File: src/rtl/pipeline_wb_unit_if.sv
`default_nettype none
// ============================================================================
// Module   : pipeline_wb_unit_if
// Desc     : MEM handshake, data-memory response and register-file write bundle
// Revision : 1.0  initial release
// ============================================================================
interface pipeline_wb_unit_if #(
  parameter int XLEN       = 32,
  parameter int REG_ADDR_W = 5,
  parameter int CNT_W      = 32
);
  logic                  valid_i;
  logic                  ready_o;
  logic [5:0]            opcode_i;
  logic [2:0]            funct3_i;
  logic [1:0]            addr_lo_i;
  logic [REG_ADDR_W-1:0] rd_i;
  logic [XLEN-1:0]       alu_out_i;
  logic                  dmem_valid_i;
  logic [31:0]           dmem_data_i;
  logic                  flush_i;
  logic                  reg_we_o;
  logic [REG_ADDR_W-1:0] rd_o;
  logic [XLEN-1:0]       reg_data_o;
  logic                  load_err_o;
  logic [CNT_W-1:0]      retire_cnt_o;

  // Write-back stage side.
  modport slave (
    input  valid_i, opcode_i, funct3_i, addr_lo_i, rd_i, alu_out_i,
           dmem_valid_i, dmem_data_i, flush_i,
    output ready_o, reg_we_o, rd_o, reg_data_o, load_err_o, retire_cnt_o
  );

  // MEM stage / memory / register-file side.
  modport master (
    output valid_i, opcode_i, funct3_i, addr_lo_i, rd_i, alu_out_i,
           dmem_valid_i, dmem_data_i, flush_i,
    input  ready_o, reg_we_o, rd_o, reg_data_o, load_err_o, retire_cnt_o
  );
endinterface
`default_nettype wire

File: src/rtl/pipeline_wb_unit.sv
`default_nettype none
// ============================================================================
// Module   : pipeline_wb_unit
// Desc     : Registered RV32I write-back stage with late-load wait and timeout
// Revision : 1.0  initial release
// ============================================================================
module pipeline_wb_unit #(
  parameter int XLEN         = 32,
  parameter int REG_ADDR_W   = 5,
  parameter int LOAD_TIMEOUT = 16,
  parameter int CNT_W        = 32
) (
  input  wire logic         clk_i,
  input  wire logic         rst_n_i,
  pipeline_wb_unit_if.slave bus
);

  localparam int TO_W = $clog2(LOAD_TIMEOUT);
  localparam logic [TO_W-1:0]  TO_LAST = TO_W'(LOAD_TIMEOUT - 1);
  localparam logic [TO_W-1:0]  TO_ONE  = TO_W'(1);
  localparam logic [CNT_W-1:0] CNT_ONE = CNT_W'(1);

  typedef enum logic [0:0] {
    ST_IDLE      = 1'b0,
    ST_LOAD_WAIT = 1'b1
  } state_e;

  state_e                state_q, state_d;
  logic [TO_W-1:0]       wait_q, wait_d;
  logic [2:0]            ld_f3_q, ld_f3_d;
  logic [1:0]            ld_off_q, ld_off_d;
  logic [REG_ADDR_W-1:0] ld_rd_q, ld_rd_d;
  logic                  we_q, we_d;
  logic [REG_ADDR_W-1:0] rd_q, rd_d;
  logic [XLEN-1:0]       data_q, data_d;
  logic                  err_q, err_d;
  logic [CNT_W-1:0]      cnt_q, cnt_d;

  logic                  w_is_load;
  logic                  w_writes;
  logic                  w_accept;
  logic [XLEN-1:0]       w_load_now;
  logic [XLEN-1:0]       w_load_late;
  logic                  unused_opcode_bits;

  function automatic logic [XLEN-1:0] align_load(
    input logic [2:0]  f3,
    input logic [1:0]  off,
    input logic [31:0] word
  );
    logic [7:0]  b;
    logic [15:0] h;
    b = word[{off, 3'b000} +: 8];
    h = off[1] ? word[31:16] : word[15:0];
    case (f3)
      3'b000:  align_load = XLEN'($signed(b));
      3'b001:  align_load = XLEN'($signed(h));
      3'b100:  align_load = XLEN'(b);
      3'b101:  align_load = XLEN'(h);
      default: align_load = XLEN'(word);
    endcase
  endfunction

  // opcode[5]=0 is always ALU; otherwise bits [4:3] pick load/store/branch/jump.
  assign w_is_load          = bus.opcode_i[5] & (bus.opcode_i[4:3] == 2'b00);
  assign w_writes           = ~bus.opcode_i[5] | (bus.opcode_i[4:3] == 2'b11);
  assign w_accept           = bus.valid_i & (state_q == ST_IDLE) & ~bus.flush_i;
  assign w_load_now         = align_load(bus.funct3_i, bus.addr_lo_i, bus.dmem_data_i);
  assign w_load_late        = align_load(ld_f3_q, ld_off_q, bus.dmem_data_i);
  assign unused_opcode_bits = ^bus.opcode_i[2:0];

  always_comb begin
    state_d  = state_q;
    wait_d   = wait_q;
    ld_f3_d  = ld_f3_q;
    ld_off_d = ld_off_q;
    ld_rd_d  = ld_rd_q;
    we_d     = 1'b0;
    rd_d     = rd_q;
    data_d   = data_q;
    err_d    = 1'b0;
    cnt_d    = cnt_q;

    case (state_q)
      ST_IDLE: begin
        if (w_accept) begin
          if (!w_is_load) begin
            we_d   = w_writes & (bus.rd_i != '0);
            rd_d   = bus.rd_i;
            data_d = bus.alu_out_i;
            cnt_d  = cnt_q + CNT_ONE;
          end else if (bus.dmem_valid_i) begin
            we_d   = (bus.rd_i != '0);
            rd_d   = bus.rd_i;
            data_d = w_load_now;
            cnt_d  = cnt_q + CNT_ONE;
          end else begin
            state_d  = ST_LOAD_WAIT;
            wait_d   = '0;
            ld_f3_d  = bus.funct3_i;
            ld_off_d = bus.addr_lo_i;
            ld_rd_d  = bus.rd_i;
          end
        end
      end

      ST_LOAD_WAIT: begin
        wait_d = wait_q + TO_ONE;
        // Flush beats a same-cycle response; a response beats the timeout.
        if (bus.flush_i) begin
          state_d = ST_IDLE;
        end else if (bus.dmem_valid_i) begin
          state_d = ST_IDLE;
          we_d    = (ld_rd_q != '0);
          rd_d    = ld_rd_q;
          data_d  = w_load_late;
          cnt_d   = cnt_q + CNT_ONE;
        end else if (wait_q == TO_LAST) begin
          state_d = ST_IDLE;
          err_d   = 1'b1;
        end
      end

      default: state_d = ST_IDLE;
    endcase
  end

  always_ff @(posedge clk_i or negedge rst_n_i) begin
    if (!rst_n_i) begin
      state_q  <= ST_IDLE;
      wait_q   <= '0;
      ld_f3_q  <= '0;
      ld_off_q <= '0;
      ld_rd_q  <= '0;
      we_q     <= 1'b0;
      rd_q     <= '0;
      data_q   <= '0;
      err_q    <= 1'b0;
      cnt_q    <= '0;
    end else begin
      state_q  <= state_d;
      wait_q   <= wait_d;
      ld_f3_q  <= ld_f3_d;
      ld_off_q <= ld_off_d;
      ld_rd_q  <= ld_rd_d;
      we_q     <= we_d;
      rd_q     <= rd_d;
      data_q   <= data_d;
      err_q    <= err_d;
      cnt_q    <= cnt_d;
    end
  end

  assign bus.ready_o      = (state_q == ST_IDLE);
  assign bus.reg_we_o     = we_q;
  assign bus.rd_o         = rd_q;
  assign bus.reg_data_o   = data_q;
  assign bus.load_err_o   = err_q;
  assign bus.retire_cnt_o = cnt_q;

endmodule
`default_nettype wire

File: src/flat_wrapper.sv
// flat-port wrapper written by rule: the top's interface ports become plain ports
module pipeline_wb_unit_flat 
#(
  parameter int XLEN         = 32,
  parameter int REG_ADDR_W   = 5,
  parameter int LOAD_TIMEOUT = 16,
  parameter int CNT_W        = 32
)
  (clk_i, rst_n_i, bus_valid_i, bus_opcode_i, bus_funct3_i, bus_addr_lo_i, bus_rd_i, bus_alu_out_i, bus_dmem_valid_i, bus_dmem_data_i, bus_flush_i, bus_ready_o, bus_reg_we_o, bus_rd_o, bus_reg_data_o, bus_load_err_o, bus_retire_cnt_o);
  pipeline_wb_unit_if #(.XLEN(XLEN), .REG_ADDR_W(REG_ADDR_W), .CNT_W(CNT_W)) bus_i ();
  input  wire logic clk_i;
  input  wire logic rst_n_i;
  input wire logic [$bits(bus_i.valid_i)-1:0] bus_valid_i;
  input wire logic [$bits(bus_i.opcode_i)-1:0] bus_opcode_i;
  input wire logic [$bits(bus_i.funct3_i)-1:0] bus_funct3_i;
  input wire logic [$bits(bus_i.addr_lo_i)-1:0] bus_addr_lo_i;
  input wire logic [$bits(bus_i.rd_i)-1:0] bus_rd_i;
  input wire logic [$bits(bus_i.alu_out_i)-1:0] bus_alu_out_i;
  input wire logic [$bits(bus_i.dmem_valid_i)-1:0] bus_dmem_valid_i;
  input wire logic [$bits(bus_i.dmem_data_i)-1:0] bus_dmem_data_i;
  input wire logic [$bits(bus_i.flush_i)-1:0] bus_flush_i;
  output wire logic [$bits(bus_i.ready_o)-1:0] bus_ready_o;
  output wire logic [$bits(bus_i.reg_we_o)-1:0] bus_reg_we_o;
  output wire logic [$bits(bus_i.rd_o)-1:0] bus_rd_o;
  output wire logic [$bits(bus_i.reg_data_o)-1:0] bus_reg_data_o;
  output wire logic [$bits(bus_i.load_err_o)-1:0] bus_load_err_o;
  output wire logic [$bits(bus_i.retire_cnt_o)-1:0] bus_retire_cnt_o;
  assign bus_i.valid_i = bus_valid_i;
  assign bus_i.opcode_i = bus_opcode_i;
  assign bus_i.funct3_i = bus_funct3_i;
  assign bus_i.addr_lo_i = bus_addr_lo_i;
  assign bus_i.rd_i = bus_rd_i;
  assign bus_i.alu_out_i = bus_alu_out_i;
  assign bus_i.dmem_valid_i = bus_dmem_valid_i;
  assign bus_i.dmem_data_i = bus_dmem_data_i;
  assign bus_i.flush_i = bus_flush_i;
  assign bus_ready_o = bus_i.ready_o;
  assign bus_reg_we_o = bus_i.reg_we_o;
  assign bus_rd_o = bus_i.rd_o;
  assign bus_reg_data_o = bus_i.reg_data_o;
  assign bus_load_err_o = bus_i.load_err_o;
  assign bus_retire_cnt_o = bus_i.retire_cnt_o;
  pipeline_wb_unit #(.XLEN(XLEN), .REG_ADDR_W(REG_ADDR_W), .LOAD_TIMEOUT(LOAD_TIMEOUT), .CNT_W(CNT_W)) u_core (.clk_i(clk_i), .rst_n_i(rst_n_i), .bus(bus_i));
endmodule
File: config.mk
export PLATFORM = sky130hd
export DESIGN_NAME = pipeline_wb_unit_flat
export DESIGN_NICKNAME = d
export VERILOG_FILES = /design/src/rtl/pipeline_wb_unit_if.sv /design/src/rtl/pipeline_wb_unit.sv /design/src/flat_wrapper.sv
export SDC_FILE = /design/constraint.sdc
export NUM_CORES = 1
export LEC_CHECK = 0
export ABC_AREA = 1
export BUFFER_PORTS_ARGS = -buffer_cell sky130_fd_sc_hd__buf_2
export CORE_MARGIN = 1
export CORE_UTILIZATION = 58
export DETAILED_ROUTE_END_ITERATION = 10
export PLACE_DENSITY = 0.85
export SKIP_LAST_GASP = 1
export SLEW_MARGIN = 30
export SYNTH_ARGS = -nofsm -noshare
export SYNTH_HDL_FRONTEND = slang
export SYNTH_SLANG_ARGS = --single-unit
File: constraint.sdc
create_clock -name clk_i -period 2.4 [get_ports clk_i]
set_input_delay 0.48 -clock clk_i [delete_from_list [all_inputs] [get_ports clk_i]]
set_output_delay 0.48 -clock clk_i [all_outputs]
set_load 0.005 [all_outputs]
# ---- Yosys cells after proc, flatten, opt, wreduce, memory -nomap -nowiden
# Index checks and enable logic that the tools add are counted.
dict set report totals {
  ram_bits 0
  n_memories 0
  regBits 86
  elab_cells 88
  latch_bits 0
  input_bits 85
  output_inout_bits 72
  rom_bits 0
}
dict set report classes {
  mux 42
  reduce_logical 9
  n_div 0
  magnitude_cmp 0
  mul 0
  add_sub_neg 2
  n_eq_ne 14
  shift 2
  bitwise_logic 9
}
# operator count
set op_table {}
lappend op_table {{2-to-1 mux 32 bit} 9}
lappend op_table {{case mux 32 bit (4 select lines)} 2}
lappend op_table {{case mux 32 bit (2 select lines)} 2}
lappend op_table {{variable part select 32 x 6 -> 8 bit} 2}
lappend op_table {{adder 32 x 1 -> 32 bit (second input constant)} 1}
lappend op_table {{2-to-1 mux 16 bit} 2}
lappend op_table {{2-to-1 mux 5 bit} 5}
lappend op_table {{2-to-1 mux 1 bit} 15}
lappend op_table {{== test 3 bit (second input constant)} 4}
lappend op_table {{2-to-1 mux 4 bit} 3}
lappend op_table {{case mux 5 bit (2 select lines)} 1}
lappend op_table {{nonzero test 5 bit} 2}
lappend op_table {{case mux 4 bit (2 select lines)} 1}
lappend op_table {{AND reduction 4 bit} 2}
lappend op_table {{== test 3 x 1 -> 1 bit (second input constant)} 2}
lappend op_table {{zero test 3 bit} 2}
lappend op_table {{!= test 2 bit (second input constant)} 3}
lappend op_table {{adder 4 x 1 -> 4 bit (second input constant)} 1}
lappend op_table {{AND 1 bit} 4}
lappend op_table {{== test 4 bit (second input constant)} 1}
lappend op_table {{!= test 2 x 1 -> 1 bit (second input constant)} 2}
lappend op_table {{NOT 1 bit} 4}
lappend op_table {{case mux 1 bit (2 select lines)} 2}
lappend op_table {{!= test 3 bit (second input constant)} 1}
lappend op_table {{5 further kinds} 5}

# ---- Logic depth before layout (Yosys ltp)
# Gate-level depths: netlist of the first run.
dict set report logic_depth {
  ltp_word 6
  depth_mapped 10
  ltp_nobuf 10
}

# ---- Worst setup path before layout of the first run
# Ideal clock, no wire load.
dict set report synth_path {
  path_type {input to register}
  startpoint {input port bus_opcode_i[4]}
  endpoint {register u_core.ld_off_q[0]}
  required_time_ns 2.275
  path_slack_ns 0.809
  path_buffers 0
  arrival_time_ns 1.467
  setup_ns 0.125
  stages 6
  path_cell_list {nor2_1 -> nand2_1 -> inv_1 -> nand2_1 -> nor2_2 -> mux2_2}
}
dict set report synth_via {
  elab_chain_len 3
}
# item line
set synth_rtl {}
lappend synth_rtl {{from (decl)} flat_wrapper.sv:14} ;# input wire logic [$bits(bus_i.opcode_i)-1:0] bus_opcode_i;
lappend synth_rtl {{zero test 2 bit} pipeline_wb_unit.sv:65} ;# assign w_is_load = bus.opcode_i[5] & (bus.opcode_i[4:3] == 2'b00);
lappend synth_rtl {{AND 1 bit} pipeline_wb_unit.sv:65}
lappend synth_rtl {{AND reduction 4 bit (no line)} --}
lappend synth_rtl {{to (signal assigned)} pipeline_wb_unit.sv:144} ;# ld_off_q <= ld_off_d;
lappend synth_rtl {{to (decl)} pipeline_wb_unit.sv:31} ;# logic [1:0] ld_off_q, ld_off_d;
# Every way passes these cells.
# A chain may end at the register's enable or synchronous reset.

# ---- Worst setup path after layout of the first run
dict set report layout_path {
  startpoint {register u_core.ld_f3_q[0]}
  endpoint {register u_core.data_q[4], in the netlist u_core.bus.reg_data_o[4]}
}
dict set report layout_via {
  elab_chain_len 5
  word_cells_on_any_way 8
  classes_between {eq/ne: 3; mux: 4; reduce/logical: 1}
}
# item line
set layout_rtl {}
lappend layout_rtl {{from (decl)} pipeline_wb_unit.sv:30} ;# logic [2:0] ld_f3_q, ld_f3_d;
lappend layout_rtl {{from (signal assigned)} pipeline_wb_unit.sv:143} ;# ld_f3_q <= ld_f3_d;
lappend layout_rtl {{== test 3 bit, or another cell as far along} pipeline_wb_unit.sv:55} ;# case (f3)
lappend layout_rtl {{case mux 32 bit (4 select lines) *} pipeline_wb_unit.sv:55}
lappend layout_rtl {{2-to-1 mux 32 bit *} pipeline_wb_unit.sv:112} ;# end else if (bus.dmem_valid_i) begin
lappend layout_rtl {{2-to-1 mux 32 bit *} pipeline_wb_unit.sv:110} ;# if (bus.flush_i) begin
lappend layout_rtl {{case mux 32 bit (2 select lines) *} pipeline_wb_unit.sv:84} ;# case (state_q)
lappend layout_rtl {{to (signal assigned)} pipeline_wb_unit.sv:148} ;# data_q <= data_d;
lappend layout_rtl {{to (decl)} pipeline_wb_unit.sv:35} ;# logic [XLEN-1:0] data_q, data_d;
# Every way passes the cells marked *; elsewhere a longest branch is shown, timed or not. The select of a mux whose other input is x is not followed.

==> run_results.csv, run 1 <==
group,metric,value,unit
status,outcome,"finished, final reports clean",
worst_setup_path,worstRegToRegCells,9,
finish,finalNonFillerCells,1187,
grt,antenna_found_initial,0,
detailed_routing,ant_nets,0,
detailed_routing,drt-total-wl,17190,um
worst_setup_path,cp.required,2660,ps
worst_setup_path,reg2reg_to,"u_core.bus.reg_data_o[4]",
worst_setup_path,critical_path_arrival,2140,ps
power,leakage,3.478,nW
sta,tns,0,ps
detailed_routing,via_per_inst,5.582,
grt,grt_usage,32.42,%
synth,yosysWarnings,0,
finish,drive_gt1_share,20.02,%
sta,finalHoldWorstSlack,44.29,ps
worst_setup_path,cp-end-kind,"flip-flop",
clocking,cts.sinks,86,
power,power_density,580.3,nW/um2
finish,regArea,2152,um2
power,finalPower,4.074,mW
worst_setup_path,worst-r2r-setup-slack,530,ps
clocking,cts_tree,"done",
clocking,clk_latency,370,ps
grt,grt_pass1_vias,5796,
clocking,path_clk_slew,90,ps
worst_setup_path,crit_type,"reg -> reg",
die,rows,36,
place,io_buffers,153,
clocking,cts-htree-levels,3,
sta,rsz0062_at_grt,"no",
worst_setup_path,worstSetupStartpointType,"flip-flop",
place,dp_hpwl,12570,um
grt,grt_max_degree,58,
sta,skew,18.52,ps
synth,synthCells,912,
sta,finalHoldViolations,0,
synth,synth-xor-area-share,3.078,%
detailed_routing,drt_pass1_iterations,5,
die,dieHeight,103.5,um
clocking,hold_buffers,0,
clocking,cts_resized,0,
clocking,cts_root_buf,"clkbuf_8",
sta,fin_crit,1874,ps
detailed_routing,drt_iter0_markers,597,
sta,tightest_slew,561.0,ps
synth,synth_top_family_by_area,"simple AND/OR/NAND/NOR gates",
finish,area_growth,17.48,%
synth,synthSimpleGateAreaFrac,35.72,%
synth,syn-num-nets,999,
finish,multiInputGateArea,3302,um2
clocking,cts_buffers,9,
synth,seq_area_frac_synth,36.01,%
die,initial_core_util,60.58,%
worst_setup_path,worstReg2RegStart,"u_core.ld_f3_q[0]",
sta,slew_headroom,62.51,%
die,pin_count,157,
clocking,clk_path_buf_depth,2,
sta,fmax,533.6,MHz
synth,syn_area_per_cell,6.552,um2
synth,synth-compound-area-share,15.47,%
synth,synth.distinct_cells,40,
detailed_routing,post-route-drc-count,0,
finish,fill_cells,869,
clocking,post_cts_buffers,0,
synth,synth_area,5976,um2
synth,synth_edf_count,0,
grt,grt_overflow,0,
detailed_routing,vias,6626,
sta,finalCritPeriodShare,78.08,%
synth,async_flop_share,100.0,%
worst_setup_path,startpoint,"u_core.ld_f3_q[0]",
detailed_routing,wl_per_cell,14.48,um
job,drv_cap,0,
sta,drv_slew,0,
grt,grt_pass1_wl,28310,um
die,core,9864,um2
place,pre_cts_ws,423.1,ps
place,place_inst,1171,
place,gp_congestion,0.9792,
synth,muxShareOfSynthArea,0.5653,%
synth,ys_seq_elements,86,
sta,setup_viol,0,
finish,antenna_cells,0,
die,die-width,103.5,um
worst_setup_path,worstPathMaxFanout,15,
synth,synth_ff_type,"dfrtp_1",
sta,setup_slack,526.1,ps
power,vdd_drop_max,0.3862,mV
synth,synth_fa_ha_area_share,0.4188,%
finish,final_nets,1136,
die,die-area,10710,um2
worst_hold_path,hp-class,"in -> async",
## worst max path at each step
stage | to | slack (ps)
final | u_core.bus.reg_data_o[4] | 530
after detailed placement | u_core.bus.reg_data_o[4] | 420
after floorplan | u_core.ld_off_q[0] | 810
after CTS | bus_ready_o | 540
after global routing | u_core.bus.reg_data_o[4] | 380
after global placement | u_core.bus.reg_data_o[4] | 430
## per-stage QoR
stage,util (%),cell area [um2]
2_1_floorplan,-,5976
3_3_place_gp,69.27,6833
3_5_place_dp,69.27,6833
4_1_cts,71.17,7020
5_1_grt,71.17,7020
6_report,71.17,7020
## area by class of cell
type,count,area share (%)
clock inverters,6,0.7129
flip-flops and latches,86,30.65
well taps,133,2.370
inverters,85,4.545
repair buffers,168,12.73
multi-input cells,699,47.03
clock buffers,10,1.960
## routing by layer
layer	vias to the layer above	share of wire [%]	GRT usage, %
met5	-	0	0
met4	0	2.1	9.006
met3	35	10	5.727
met2	371	44	50.72
met1	2966	43	46.28
li1	3254	-	-
## cells in the final DEF, fill, tap and decap left out, types with 7 or more instances in the layout
master / synthesis / final
a31oi_1: 8 / 8
nand4_1: 22 / 22
a22oi_1: 7 / 7
buf_2: 22 / 152
nor3_1: 7 / 7
nand3_1: 81 / 81
inv_1: 77 / 77
clkbuf_8: 0 / 10
buf_4: 2 / 15
o21ai_0: 59 / 59
a21oi_1: 84 / 84
xnor2_1: 9 / 9
xor2_1: 12 / 12
nand2_1: 238 / 238
nor2_1: 126 / 126
dfrtp_1: 86 / 86
## cells by family (layout without fill, tap and decap cells)
| logic type | after synthesis | in the layout |
|---|---|---|
| xor+xnor | 21 | 21 |
| buf+inv | 127 | 269 |
| fa+ha+maj | 2 | 2 |
| simple gates | 499 | 499 |
| mux | 3 | 3 |
| compound gates | 174 | 174 |
| flops | 86 | 86 |
## report_power, final
part | switching, mW | total [mW] | internal, mW | leakage (nW)
clock network | 0.579 | 0.999 | 0.420 | 0.0952
registers | 0.216 | 1.88 | 1.67 | 1.06
logic | 0.732 | 1.19 | 0.460 | 2.32
total | 1.53 | 4.07 | 2.55 | 3.48
## critical path, cell delays in order (launching register included)
cell and delay, ps:
dfrtp_1 470, inv_2 90, nand2_1 330, nand2_1 300, a21oi_1 220, nor2_1 50
nand2_1 60, nand3_1 110, o21ai_1 100, inv_1 50
## flip-flops by register name, indices dropped and copies added (netlist names)
name,flops
u_core.bus.load_err_o,1
u_core.bus.rd_o,5
u_core.bus.reg_data_o,32
u_core.bus.reg_we_o,1
u_core.bus.retire_cnt_o,32
u_core.ld_f3_q,3
u_core.ld_off_q,2
u_core.ld_rd_q,5
u_core.state_q,1
u_core.wait_q,4
## cell usage after synthesis, types with 3 or more instances
cell type	n	share of area, %
nor2_4	3	0.57
nand3_1	81	6.8
buf_1	3	0.19
nand2_2	5	0.52
nor2_1	126	7.9
mux2_2	3	0.57
dfrtp_1	86	36
o21ai_0	59	4.9
inv_2	6	0.38
buf_2	22	1.8
nand2_1	238	15
nor2_2	6	0.63
xnor2_1	9	1.3
nor3_1	7	0.59
o211ai_1	4	0.50
clkbuf_1	12	0.75
o21ai_1	6	0.50
a21oi_1	84	7.0
a22oi_1	7	0.88
or2_0	4	0.42
a31oi_1	8	0.84
nand4_1	22	2.3
inv_1	77	4.8
xor2_1	12	1.8
No activity file was read; power rests on OpenSTA's default activity.
==> inputs of run 2 (changes only) <==
CORE_UTILIZATION = 54   (was 58)
PLACE_DENSITY = 0.79   (was 0.85)
clock period = 1.85 ns   (was 2.4 ns; I/O delays follow)
==> run_results.csv, run 2 (synthesis results as in run 1) <==
group,metric,value,unit
finish,post-route-util,67.32,%
place,dp_hpwl,13360,um
grt,grt_pass1_vias,6025,
worst_setup_path,crit_type,"reg -> reg",
finish,fin_area,7266,um2
finish,layout_commonest_cell,"nand2_1",
place,gp_congestion,0.9485,
clocking,cts_buffers,9,
clocking,cts_tree,"done",
finish,layout_common_cells,"nand2_1, buf_2, nor2_1",
clocking,clk_latency,360,ps
worst_setup_path,worstPathMaxFanout,10,
clocking,clk_path_buf_depth,2,
detailed_routing,post-route-drc-count,0,
die,rows,38,
sta,fin_crit,1665,ps
detailed_routing,via_per_inst,5.475,
die,die-width,107.2,um
worst_setup_path,worstSetupStartpointType,"flip-flop",
place,io_buffers,153,
grt,grt_usage,31.53,%
detailed_routing,ant_nets,0,
finish,drive_gt1_share,22.00,%
die,core,10790,um2
power,finalPower,5.318,mW
worst_hold_path,hp-class,"in -> reg",
sta,drv_slew,0,
sta,setup_viol,0,
sta,slew_headroom,65.77,%
clocking,cts_root_buf,"clkbuf_8",
detailed_routing,drt_iter0_markers,658,
sta,fmax,600.4,MHz
status,outcome,"finished, final reports clean",
sta,finalHoldViolations,0,
detailed_routing,drt_pass1_iterations,5,
die,die-area,11490,um2
sta,tightest_slew,512.8,ps
grt,antenna_found_initial,0,
sta,finalCritPeriodShare,90.02,%
clocking,cts.sinks,86,
detailed_routing,wl_per_cell,14.40,um
worst_setup_path,cp.required,2100,ps
sta,rsz0062_at_grt,"no",
finish,area_growth,21.59,%
sta,tns,0,ps
job,drv_cap,0,
power,leakage,3.612,nW
finish,final_nets,1164,
place,place_area,7069,um2
worst_setup_path,critical_path_arrival,1920,ps
grt,grt_max_degree,39,
detailed_routing,drt-total-wl,17600,um
die,initial_core_util,55.37,%
detailed_routing,vias,6690,
sta,skew,9.133,ps
grt,grt_pass1_wl,28720,um
finish,antenna_cells,0,
power,vdd_drop_max,0.4556,mV
die,pin_count,157,
clocking,path_clk_slew,90,ps
grt,grt_overflow,0,
worst_setup_path,cp-end-kind,"flip-flop",
clocking,cts-htree-levels,3,
die,dieHeight,107.2,um
power,power_density,731.9,nW/um2
==> run 2: final timing paths <==
path / cells after the start / from / slack (ps) / endpoint
max: 10 / u_core.ld_off_q[1] / 180 / u_core.bus.reg_data_o[1]
max in group asynchronous: 3 / rst_n_i / 830 / u_core.bus.reg_data_o[13]
max reg2reg: 10 / u_core.ld_off_q[1] / 180 / u_core.bus.reg_data_o[1]
min in group asynchronous: 2 / rst_n_i / 480 / u_core.bus.reg_data_o[30]
min reg2reg: 2 / u_core.bus.reg_data_o[23] / 490 / u_core.bus.reg_data_o[23]
min: 2 / bus_dmem_valid_i / 240 / u_core.bus.load_err_o
==> run 2: metal layers <==
layer / global-route usage [%] / up-vias / wire [um]
met3: 4.863 / 36 / 1559
met2: 50.00 / 309 / 7901
li1: - / 3309 / -
met5: 0 / - / 0
met1: 43.52 / 3036 / 7683
met4: 11.64 / 0 / 454
==> run 2: critical path, cell delays in order, from the launching register on <==
cell	delay, ps
dfrtp_1	380
clkinv_1	300
buf_4	290
nor2_1	70
o21ai_0	70
o21ai_0	70
nand2_1	90
nand2_1	80
nand3_1	60
o21ai_1	90
inv_1	50
==> run 2: timing repair <==
action	CTS	global route
hold endpoints to repair	27	0
hold buffers	1	0
endpoints found under the setup margin	0	3
buffers inserted	0	0
resized for setup	0	3
==> run 2: layout make-up <==
type / count / area, um2
Fill cell: 1008 / 3527
Tap cell: 140 / 175.2
Inverter: 85 / 319.1
Timing Repair Buffer: 196 / 1131
Clock buffer: 12 / 145.1
Sequential cell: 86 / 2155
Multi-Input combinational cell: 699 / 3308
Clock inverter: 4 / 32.53
==> run 2: power by group <==
| group | switching, mW | internal [mW] | total [mW] |
|---|---|---|---|
| sequential | 0.274 | 2.17 | 2.44 |
| clock | 0.692 | 0.531 | 1.22 |
| combinational | 0.978 | 0.676 | 1.65 |
| total | 1.94 | 3.37 | 5.32 |
==> run 2: metrics by stage <==
stage	std cells	worst slack, ps	hold WS (ps)
final	1222	184.6	241.8
after global routing	1222	16.87	240.2
after global placement	1205	125.2	332.9
after detailed placement	1205	102.3	331.4
after floorplan	912	281.2	74.41
after CTS	1222	114.5	224.3
==> inputs of run 3 (changes only) <==
MAX_ROUTING_LAYER = met4   (was unset)
REMOVE_ABC_BUFFERS = 1   (was unset)
==> run_results.csv, run 3 (synthesis results as in run 1) <==
group,metric,value,unit
status,outcome,"finished with violations",
status,violations,"design-rule violations",
detailed_routing,post-route-drc-count,2,
grt,grt_max_degree,45,
clocking,cts_root_buf,"clkbuf_8",
sta,setup_viol,0,
power,vdd_drop_max,0.4540,mV
sta,skew,10.57,ps
die,initial_core_util,55.37,%
detailed_routing,ant_nets,0,
finish,area_growth,20.37,%
detailed_routing,drt_iter0_markers,635,
sta,finalCritPeriodShare,93.08,%
detailed_routing,drt-total-wl,17250,um
die,die-width,107.2,um
worst_setup_path,path_depth,9,
worst_setup_path,worstRegToRegCells,9,
power,leakage,3.569,nW
place,gp_congestion,0.9430,
die,core,10790,um2
sta,rsz0062_at_grt,"no",
worst_setup_path,critPathMaxStageDelay,460,ps
worst_setup_path,worstSetupStartpointType,"flip-flop",
worst_setup_path,cp.required,2110,ps
place,dp_hpwl,12740,um
detailed_routing,via_per_inst,5.411,
worst_setup_path,worstPathMaxFanout,6,
clocking,clk_path_buf_depth,2,
power,finalPower,5.231,mW
clocking,cts_tree,"done",
worst_setup_path,worst-r2r-setup-slack,130,ps
power,power_density,727.2,nW/um2
worst_setup_path,path_cells,"inv_2 -> nand3_4 -> nand2_1 -> nand2_4 -> nor2_4 -> nand2_2 -> nor2_4 -> nand2_1 -> xor2_1",
clocking,cts-htree-levels,3,
die,rows,38,
worst_setup_path,critical_path_arrival,1980,ps
worst_setup_path,startpoint,"u_core.state_q",
worst_setup_path,cp-end-kind,"flip-flop",
finish,drive_gt1_share,21.29,%
grt,grt_usage,32.26,%
sta,slew_headroom,62.58,%
sta,tightest_slew,560.0,ps
clocking,path_clk_slew,90,ps
job,drv_cap,0,
detailed_routing,wl_per_cell,14.23,um
detailed_routing,drt_pass1_iterations,8,
grt,antenna_found_initial,1,
worst_setup_path,crit_path_top_delay_cell,"dfrtp_2",
die,pin_count,157,
grt,grt_overflow,0,
sta,finalHoldViolations,0,
place,io_buffers,153,
detailed_routing,vias,6558,
worst_setup_path,crit_type,"reg -> reg",
sta,fin_crit,1722,ps
worst_hold_path,hp-class,"in -> reg",
clocking,cts_buffers,9,
grt,grt_pass1_wl,28280,um
die,dieHeight,107.2,um
finish,post-route-util,66.65,%
worst_setup_path,cp-endpoint,"u_core.bus.retire_cnt_o[24]",
worst_setup_path,worstReg2RegStart,"u_core.state_q",
clocking,clk_latency,370,ps
worst_setup_path,crit_family,"simple AND/OR/NAND/NOR gates",
grt,grt_pass1_vias,5855,
finish,layout_commonest_cell,"nand2_1",
finish,layout_common_cells,"nand2_1, buf_2, nor2_1",
finish,final_nets,1155,
die,die-area,11490,um2
clocking,cts.sinks,86,
worst_setup_path,reg2reg_to,"u_core.bus.retire_cnt_o[24]",
sta,drv_slew,0,
worst_setup_path,path_buf_inv,1,
sta,fmax,580.7,MHz
-- run 3: repair_timing --
action | CTS | global route
resized for setup | 0 | 5
buffers inserted | 0 | 2
hold endpoints to repair | 28 | 0
endpoints found under the setup margin | 0 | 9
hold buffers | 1 | 0
-- run 3: how the worst min path moves through the flow --
stage | depth (start not counted) | slack [ps] | from | to
after floorplan | 0 | 70 | rst_n_i | u_core.bus.load_err_o
after global placement | 1 | 340 | rst_n_i | u_core.bus.retire_cnt_o[22]
after detailed placement | 1 | 340 | rst_n_i | u_core.bus.retire_cnt_o[22]
after CTS | 2 | 240 | bus_dmem_valid_i | u_core.bus.load_err_o
after global routing | 2 | 230 | bus_dmem_valid_i | u_core.bus.load_err_o
final | 2 | 250 | bus_dmem_valid_i | u_core.bus.load_err_o
-- run 3: layout make-up --
type | instances | area (um2)
diodes | 1 | 2.502
clock buffers | 10 | 127.6
clock inverters | 4 | 26.28
fillers | 996 | 3600
inverters | 85 | 325.3
multi-input cells | 699 | 3307
flip-flops and latches | 86 | 2153
well taps | 140 | 175.2
repair buffers | 187 | 1076
-- run 3: worst register-to-register path, cell delays in order, from the launching register on --
cell	delay [ps]
dfrtp_2	460
inv_2	90
nand3_4	90
nand2_1	120
nand2_4	110
nor2_4	210
nand2_2	110
nor2_4	180
nand2_1	100
xor2_1	150
-- run 3: metal layers --
| metal | part of all wire (%) | up-vias | wire (um) | GRT usage, % |
|---|---|---|---|---|
| met1 | 46 | 2959 | 8015 | 45.05 |
| met2 | 44 | 270 | 7512 | 48.06 |
| li1 | - | 3297 | - | - |
| met5 | 0 | - | 0 | - |
| met4 | 2.2 | 0 | 388 | 11.35 |
| met3 | 7.7 | 32 | 1330 | 4.559 |
-- run 3: power breakdown --
group,switching (mW),total (mW),leakage [nW],internal [mW]
logic,0.985,1.66,2.43,0.677
registers,0.255,2.42,1.06,2.16
clock network,0.680,1.15,0.0780,0.471
total,1.92,5.23,3.57,3.31
-- run 3: per-stage QoR --
step	hold slack (ps)	setup slack [ps]	cells	TNS, ps	instance area, um2
global route	233.4	15.46	1212	0	7193
global placement	339.7	77.20	1194	0	6999
CTS	235.6	89.62	1209	0	7163
finish	247.5	127.9	1212	0	7193
floorplan	74.41	-874.5	870	-41540	5773
detailed placement	339.5	20.70	1194	0	6999
